--- src/rtl/rom_burst_reader_if.sv ---
`default_nettype none
// ============================================================================
// Module   : rom_burst_reader_if
// Purpose  : Bundles the command, ROM-side and stream-side signals of
//            rom_burst_reader.
//            master -> the reader itself (drives rom_addr and the stream)
//            slave  -> the surrounding logic (command source, ROM, consumer)
// Signals  : start/base_addr/burst_len  burst command
//            busy/done                  command status
//            rom_addr/rom_data          ROM address out, ROM data in
//            out_valid/out_ready        stream handshake
//            out_data/out_addr          stream payload and its source address
// Revision : 1.0 - initial release
// ============================================================================
interface rom_burst_reader_if #(
  parameter int DATA_WIDTH = 8,
  parameter int ADDR_WIDTH = 8,
  parameter int LEN_WIDTH  = ADDR_WIDTH + 1
);
  logic                  start;
  logic [ADDR_WIDTH-1:0] base_addr;
  logic [LEN_WIDTH-1:0]  burst_len;
  logic                  busy;
  logic                  done;
  logic [ADDR_WIDTH-1:0] rom_addr;
  logic [DATA_WIDTH-1:0] rom_data;
  logic                  out_valid;
  logic                  out_ready;
  logic [DATA_WIDTH-1:0] out_data;
  logic [ADDR_WIDTH-1:0] out_addr;

  modport master (
    input  start, base_addr, burst_len, rom_data, out_ready,
    output busy, done, rom_addr, out_valid, out_data, out_addr
  );

  modport slave (
    output start, base_addr, burst_len, rom_data, out_ready,
    input  busy, done, rom_addr, out_valid, out_data, out_addr
  );
endinterface
`default_nettype wire

--- src/rtl/rom_burst_reader.sv ---
`default_nettype none
// ============================================================================
// Module   : rom_burst_reader
// Purpose  : Address sequencer for a combinational ROM. A start command
//            fetches burst_len consecutive words from base_addr (wrapping at
//            the top of the address space) and presents them as a
//            valid/ready stream with full backpressure.
// Ports    : clk  - single clock, rising edge
//            rst  - synchronous, active-high reset
//            bus  - rom_burst_reader_if.master (command, ROM, stream signals)
// Revision : 1.0 - initial release
// ============================================================================
module rom_burst_reader #(
  parameter int DATA_WIDTH = 8,
  parameter int ADDR_WIDTH = 8,
  parameter int LEN_WIDTH  = ADDR_WIDTH + 1
) (
  input  wire logic            clk,
  input  wire logic            rst,
  rom_burst_reader_if.master   bus
);

  typedef enum logic [1:0] {
    IDLE  = 2'd0,
    FETCH = 2'd1,
    DRAIN = 2'd2
  } state_t;

  state_t                r_state,     w_state_nxt;
  logic [ADDR_WIDTH-1:0] r_rom_addr,  w_rom_addr_nxt;
  logic [LEN_WIDTH-1:0]  r_remaining, w_remaining_nxt;
  logic                  r_out_valid, w_out_valid_nxt;
  logic [DATA_WIDTH-1:0] r_out_data,  w_out_data_nxt;
  logic [ADDR_WIDTH-1:0] r_out_addr,  w_out_addr_nxt;
  logic                  r_busy,      w_busy_nxt;
  logic                  r_done,      w_done_nxt;

  // The output register may be refilled when it is empty or is being
  // emptied this cycle; this gives one beat per cycle with no bubble.
  logic w_load;
  assign w_load = !r_out_valid || bus.out_ready;

  always_ff @(posedge clk) begin
    if (rst) begin
      r_state     <= IDLE;
      r_rom_addr  <= '0;
      r_remaining <= '0;
      r_out_valid <= 1'b0;
      r_out_data  <= '0;
      r_out_addr  <= '0;
      r_busy      <= 1'b0;
      r_done      <= 1'b0;
    end else begin
      r_state     <= w_state_nxt;
      r_rom_addr  <= w_rom_addr_nxt;
      r_remaining <= w_remaining_nxt;
      r_out_valid <= w_out_valid_nxt;
      r_out_data  <= w_out_data_nxt;
      r_out_addr  <= w_out_addr_nxt;
      r_busy      <= w_busy_nxt;
      r_done      <= w_done_nxt;
    end
  end

  always_comb begin
    w_state_nxt     = r_state;
    w_rom_addr_nxt  = r_rom_addr;
    w_remaining_nxt = r_remaining;
    w_out_valid_nxt = r_out_valid;
    w_out_data_nxt  = r_out_data;
    w_out_addr_nxt  = r_out_addr;
    w_busy_nxt      = r_busy;
    w_done_nxt      = 1'b0;

    unique case (r_state)
      IDLE: begin
        if (bus.start) begin
          if (bus.burst_len != '0) begin
            w_state_nxt     = FETCH;
            w_rom_addr_nxt  = bus.base_addr;
            w_remaining_nxt = bus.burst_len;
            w_busy_nxt      = 1'b1;
          end else begin
            // Empty burst completes immediately without ever going busy.
            w_done_nxt = 1'b1;
          end
        end
      end

      FETCH: begin
        if (w_load) begin
          w_out_data_nxt  = bus.rom_data;
          w_out_addr_nxt  = r_rom_addr;
          w_out_valid_nxt = 1'b1;
          // Natural overflow wraps the address at the top of the ROM.
          w_rom_addr_nxt  = r_rom_addr + 1'b1;
          w_remaining_nxt = r_remaining - 1'b1;
          if (r_remaining == LEN_WIDTH'(1)) begin
            w_state_nxt = DRAIN;
          end
        end
      end

      DRAIN: begin
        // Wait for the last beat to be taken before reporting completion.
        if (r_out_valid && bus.out_ready) begin
          w_out_valid_nxt = 1'b0;
          w_busy_nxt      = 1'b0;
          w_done_nxt      = 1'b1;
          w_state_nxt     = IDLE;
        end
      end

      default: begin
        w_state_nxt = IDLE;
      end
    endcase
  end

  assign bus.rom_addr  = r_rom_addr;
  assign bus.out_valid = r_out_valid;
  assign bus.out_data  = r_out_data;
  assign bus.out_addr  = r_out_addr;
  assign bus.busy      = r_busy;
  assign bus.done      = r_done;

endmodule
`default_nettype wire

--- src/flat_wrapper.sv ---
// flat-port wrapper written by rule: the top's interface ports become plain ports
module rom_burst_reader_flat 
#(
  parameter int DATA_WIDTH = 8,
  parameter int ADDR_WIDTH = 8,
  parameter int LEN_WIDTH  = ADDR_WIDTH + 1
)
  (clk, rst, bus_start, bus_base_addr, bus_burst_len, bus_rom_data, bus_out_ready, bus_busy, bus_done, bus_rom_addr, bus_out_valid, bus_out_data, bus_out_addr);
  rom_burst_reader_if #(.DATA_WIDTH(DATA_WIDTH), .ADDR_WIDTH(ADDR_WIDTH), .LEN_WIDTH(LEN_WIDTH)) bus_i ();
  input  wire logic clk;
  input  wire logic rst;
  input wire logic [$bits(bus_i.start)-1:0] bus_start;
  input wire logic [$bits(bus_i.base_addr)-1:0] bus_base_addr;
  input wire logic [$bits(bus_i.burst_len)-1:0] bus_burst_len;
  input wire logic [$bits(bus_i.rom_data)-1:0] bus_rom_data;
  input wire logic [$bits(bus_i.out_ready)-1:0] bus_out_ready;
  output wire logic [$bits(bus_i.busy)-1:0] bus_busy;
  output wire logic [$bits(bus_i.done)-1:0] bus_done;
  output wire logic [$bits(bus_i.rom_addr)-1:0] bus_rom_addr;
  output wire logic [$bits(bus_i.out_valid)-1:0] bus_out_valid;
  output wire logic [$bits(bus_i.out_data)-1:0] bus_out_data;
  output wire logic [$bits(bus_i.out_addr)-1:0] bus_out_addr;
  assign bus_i.start = bus_start;
  assign bus_i.base_addr = bus_base_addr;
  assign bus_i.burst_len = bus_burst_len;
  assign bus_i.rom_data = bus_rom_data;
  assign bus_i.out_ready = bus_out_ready;
  assign bus_busy = bus_i.busy;
  assign bus_done = bus_i.done;
  assign bus_rom_addr = bus_i.rom_addr;
  assign bus_out_valid = bus_i.out_valid;
  assign bus_out_data = bus_i.out_data;
  assign bus_out_addr = bus_i.out_addr;
  rom_burst_reader #(.DATA_WIDTH(DATA_WIDTH), .ADDR_WIDTH(ADDR_WIDTH), .LEN_WIDTH(LEN_WIDTH)) u_core (.clk(clk), .rst(rst), .bus(bus_i));
endmodule
--- config.mk ---
export PLATFORM = sky130hd
export DESIGN_NAME = rom_burst_reader_flat
export DESIGN_NICKNAME = d
export VERILOG_FILES = /design/src/rtl/rom_burst_reader_if.sv /design/src/rtl/rom_burst_reader.sv /design/src/flat_wrapper.sv
export SDC_FILE = /design/constraint.sdc
export NUM_CORES = 1
export LEC_CHECK = 0
export ABC_AREA = 1
export CAP_MARGIN = 20
export CORE_ASPECT_RATIO = 0.9
export CORE_MARGIN = 2
export CORE_UTILIZATION = 40
export DETAILED_ROUTE_END_ITERATION = 16
export GPL_TIMING_DRIVEN = 0
export PLACE_DENSITY = 0.68
export SLEW_MARGIN = 20
export SYNTH_ARGS = -nofsm -noshare
export SYNTH_HDL_FRONTEND = slang
export SYNTH_SLANG_ARGS = --single-unit
export TNS_END_PERCENT = 50
--- constraint.sdc ---
create_clock -name clk -period 2.1 [get_ports clk]
set_input_delay 0.42 -clock clk [delete_from_list [all_inputs] [get_ports clk]]
set_output_delay 0.42 -clock clk [all_outputs]
set_load 0.01 [all_outputs]
==> flow_summary_export.csv <==
group,metric,value,unit
run_status,run_status,"finished, final reports clean",
synth,yosys.area.top_type,"dfxtp_1",
setup_path,cp_cell_sequence,"clkdlybuf4s50_1 -> nor2_1 -> nand2_2 -> nor2_4 -> nand2_2 -> nand3_2 -> buf_6 -> buf_12 -> nand2_2 -> a21oi_2",
drt,drtIter0Drc,114,
floorplan,io_pins,56,
finish,n_fill_cell,487,
place,place_area,2680,µm²
place,dp.cells,431,
place,port_buffers,54,
setup_path,max_stage_delay,0.42,ns
grt,grt_use_met2,0.331,
timing,final-hold-violation-count,0,
floorplan,die_w,79.7,µm
clocking,clock-sinks,38,
clocking,cts_buffers,5,
synth,synthTopCellsByArea,"dfxtp_1 (37%), nand2_1 (15%), nor2_1 (7.8%)",
drt,vias,2131,
pwr,power.total,2500,µW
finish,synthToLayoutAreaGrowth,37.1,%
timing,min_period,1.79,ns
grt,grt_pass1_vias,1874,
timing,rsz0062_at_grt,"no",
finish,multi_input_area,1100,µm²
finish,final_area,2830,µm²
grt,gr-total-overflow,0,
clocking,postCtsResizedCells,0,
setup_path,arrival,2.00,ns
setup_path,critPathKind,"input pin to register",
pwr,irDropWorstVdd,0.000439,V
place,dpl.hpwl,4120,µm
finish,drive_above_1_share,0.123,
clocking,clk_pin_slew,0.08,ns
floorplan,die_h,72.1,µm
setup_path,path_max_fanout,10,
synth,ys_seq_area_frac,0.369,
setup_path,slowest_stage,"clkdlybuf4s50_1",
clocking,cts_hold_buf,0,
finish,seq_area,761,µm²
drt,routed_wl,5460,µm
min_path,hp-class,"register to register",
drt,drcViolationCount,0,
timing,setup_violations,0,
synth,yosysUniqueCellTypes,29,
timing,slew_headroom,0.543,
synth,syn_nets,344,
timing,drv_slew,0,
grt,grt_start_max_net_pins,13,
clocking,cts_tree,"yes",
setup_path,crit_path_frequent_cell,"nand2_2",
timing,worst_slew_pin_slew,0.686,ns
timing,fin_crit_sh,0.851,
grt,antenna_found_initial,0,
grt,use_met3,0.0323,
clocking,root_buffer,"clkbuf_8",
finish,n_antenna_cell,0,
clocking,clk_latency,0.29,ns
drt,first_pass_iters,4,
finish,nNetsFinal,405,
synth,ys_seq_elements,38,
timing,max_freq,0.560,GHz
synth,syn_inst,312,
grt,grtUsageTotal,0.200,
timing,fin_worst_hold_slack,0.451,ns
floorplan,rows,24,
synth,synth_warnings,0,
timing,fin_worst_skew,0.00497,ns
clocking,cts_htree_levels,2,
clocking,clockBufferDepth,2,
setup_path,cp-start-kind,"input pin",
floorplan,dieArea,5740,µm²
clocking,post-cts-setup-buffers,0,
floorplan,core-area,4890,µm²
timing,setup_tns,0,ns
pwr,cellPowerDensity,883,nW/µm²
synth,synth_area,2060,µm²
setup_path,crit_path_end_kind,"register",
drt,wire_per_inst,12.4,µm
place,gp_congestion,0.923,
finish,instances_no_fill,439,
pwr,leakage,0.00122,µW
grt,top_usage_layer,"met2",
drt,ant_nets,0,
synth,netlist.area_leader.share,0.369,
drt,avgViaCountPerCell,4.85,
job,cap_violations,0,
grt,grt_use_met1,0.271,
grt,grt_pass1_wl,8930,µm
setup_path,crit_required,2.32,ns
floorplan,initial_utilization,0.421,
synth,avgSynthCellArea,6.60,µm²
-- worst max-delay path, delay by kind of cell --
family / cells / cell delay, ns
buffers and inverters: 3 / 0.73
and+or+nand+nor: 6 / 0.72
AOI/OAI and AO/OA: 1 / 0.12
-- cell usage in the layout (no fill, tap or decap) --
cell type	count
o22ai_1	1
clkbuf_8	6
ha_1	3
nand3_2	1
nor3_2	1
bufinv_16	2
buf_6	1
nand2_1	83
nor2_1	43
buf_12	1
or2_2	2
inv_1	28
buf_4	1
inv_2	3
dfxtp_1	38
clkbuf_1	5
a21oi_2	8
nand4_1	2
xor2_1	1
nor2_4	1
and2_1	1
nand2_2	11
buf_2	5
a21oi_1	16
nand3b_1	1
nor2_2	3
nand3_1	20
o21ai_0	27
clkdlybuf4s50_1	54
o211ai_1	1
nor3_1	3
mux2i_1	1
-- routing by layer --
metal | wire length (µm) | up-vias
li1 | - | 1107
met1 | 2590 | 966
met2 | 2540 | 54
met3 | 282 | 4
met4 | 53 | 0
met5 | 0 | -
-- path summary, 6_finish.rpt --
check | from | end | slack (ns) | depth (start not counted)
hold / removal | u_core.bus.busy | u_core.bus.busy | 0.45 | 2
setup reg to reg | u_core.r_remaining[0] | u_core.r_remaining[4] | 0.53 | 9
hold reg to reg | u_core.bus.busy | u_core.bus.busy | 0.45 | 2
setup / recovery | bus_burst_len[1] | u_core.bus.rom_addr[5] | 0.31 | 10
-- registers in the layout, summed over array words and instances, names as in the netlist --
name,count
u_core.bus.out_addr,8
u_core.r_remaining,9
u_core.bus.done,1
u_core.bus.out_data,8
u_core.r_state,2
u_core.bus.rom_addr,8
u_core.bus.busy,1
u_core.bus.out_valid,1
-- cell families (layout without fill, tap and decap cells) --
| kind of cell | Yosys count | in the layout | share of synthesized area |
|---|---|---|---|
| adder cells (fa/ha/maj) | 3 | 3 | 0.0182 |
| buffers and inverters | 44 | 106 | 0.0965 |
| AND/OR/NAND/NOR | 172 | 172 | 0.362 |
| AO/OA/AOI/OAI | 53 | 53 | 0.145 |
| XOR/XNOR | 1 | 1 | 0.00425 |
| flip-flops | 38 | 38 | 0.369 |
| multiplexers | 1 | 1 | 0.00486 |
-- power by group --
| part | internal (µW) | switching [µW] | total [µW] | leakage [µW] |
|---|---|---|---|---|
| combinational | 369 | 445 | 813 | 0.000838 |
| clock | 507 | 263 | 769 | 0.0000714 |
| sequential | 824 | 88.6 | 912 | 0.000314 |
-- cell type report --
cell class	instances	share of cell area
clock buffer	6	0.0292
sequential	38	0.269
tap	65	0.0288
buffer	13	0.0292
clock inverter	2	0.0213
multi-input combinational	230	0.390
timing repair buffer	54	0.191
inverter	31	0.0412
-- metrics by stage --
step	util	setup WS, ns
5_1_grt	0.577	0.277
3_3_place_gp	0.548	0.0931
3_5_place_dp	0.548	0.0821
6_report	0.577	0.314
2_1_floorplan	-	0.672
4_1_cts	0.577	0.367
-- Yosys cell counts --
master / n
a21oi_1: 16
a21oi_2: 8
and2_1: 1
buf_12: 1
buf_2: 5
buf_4: 1
buf_6: 1
clkbuf_1: 5
dfxtp_1: 38
ha_1: 3
inv_1: 28
inv_2: 3
mux2i_1: 1
nand2_1: 83
nand2_2: 11
nand3_1: 20
nand3_2: 1
nand3b_1: 1
nand4_1: 2
nor2_1: 43
nor2_2: 3
nor2_4: 1
nor3_1: 3
nor3_2: 1
o211ai_1: 1
o21ai_0: 27
o22ai_1: 1
or2_2: 2
xor2_1: 1
Note: power is estimated with default switching activity, not from simulation.
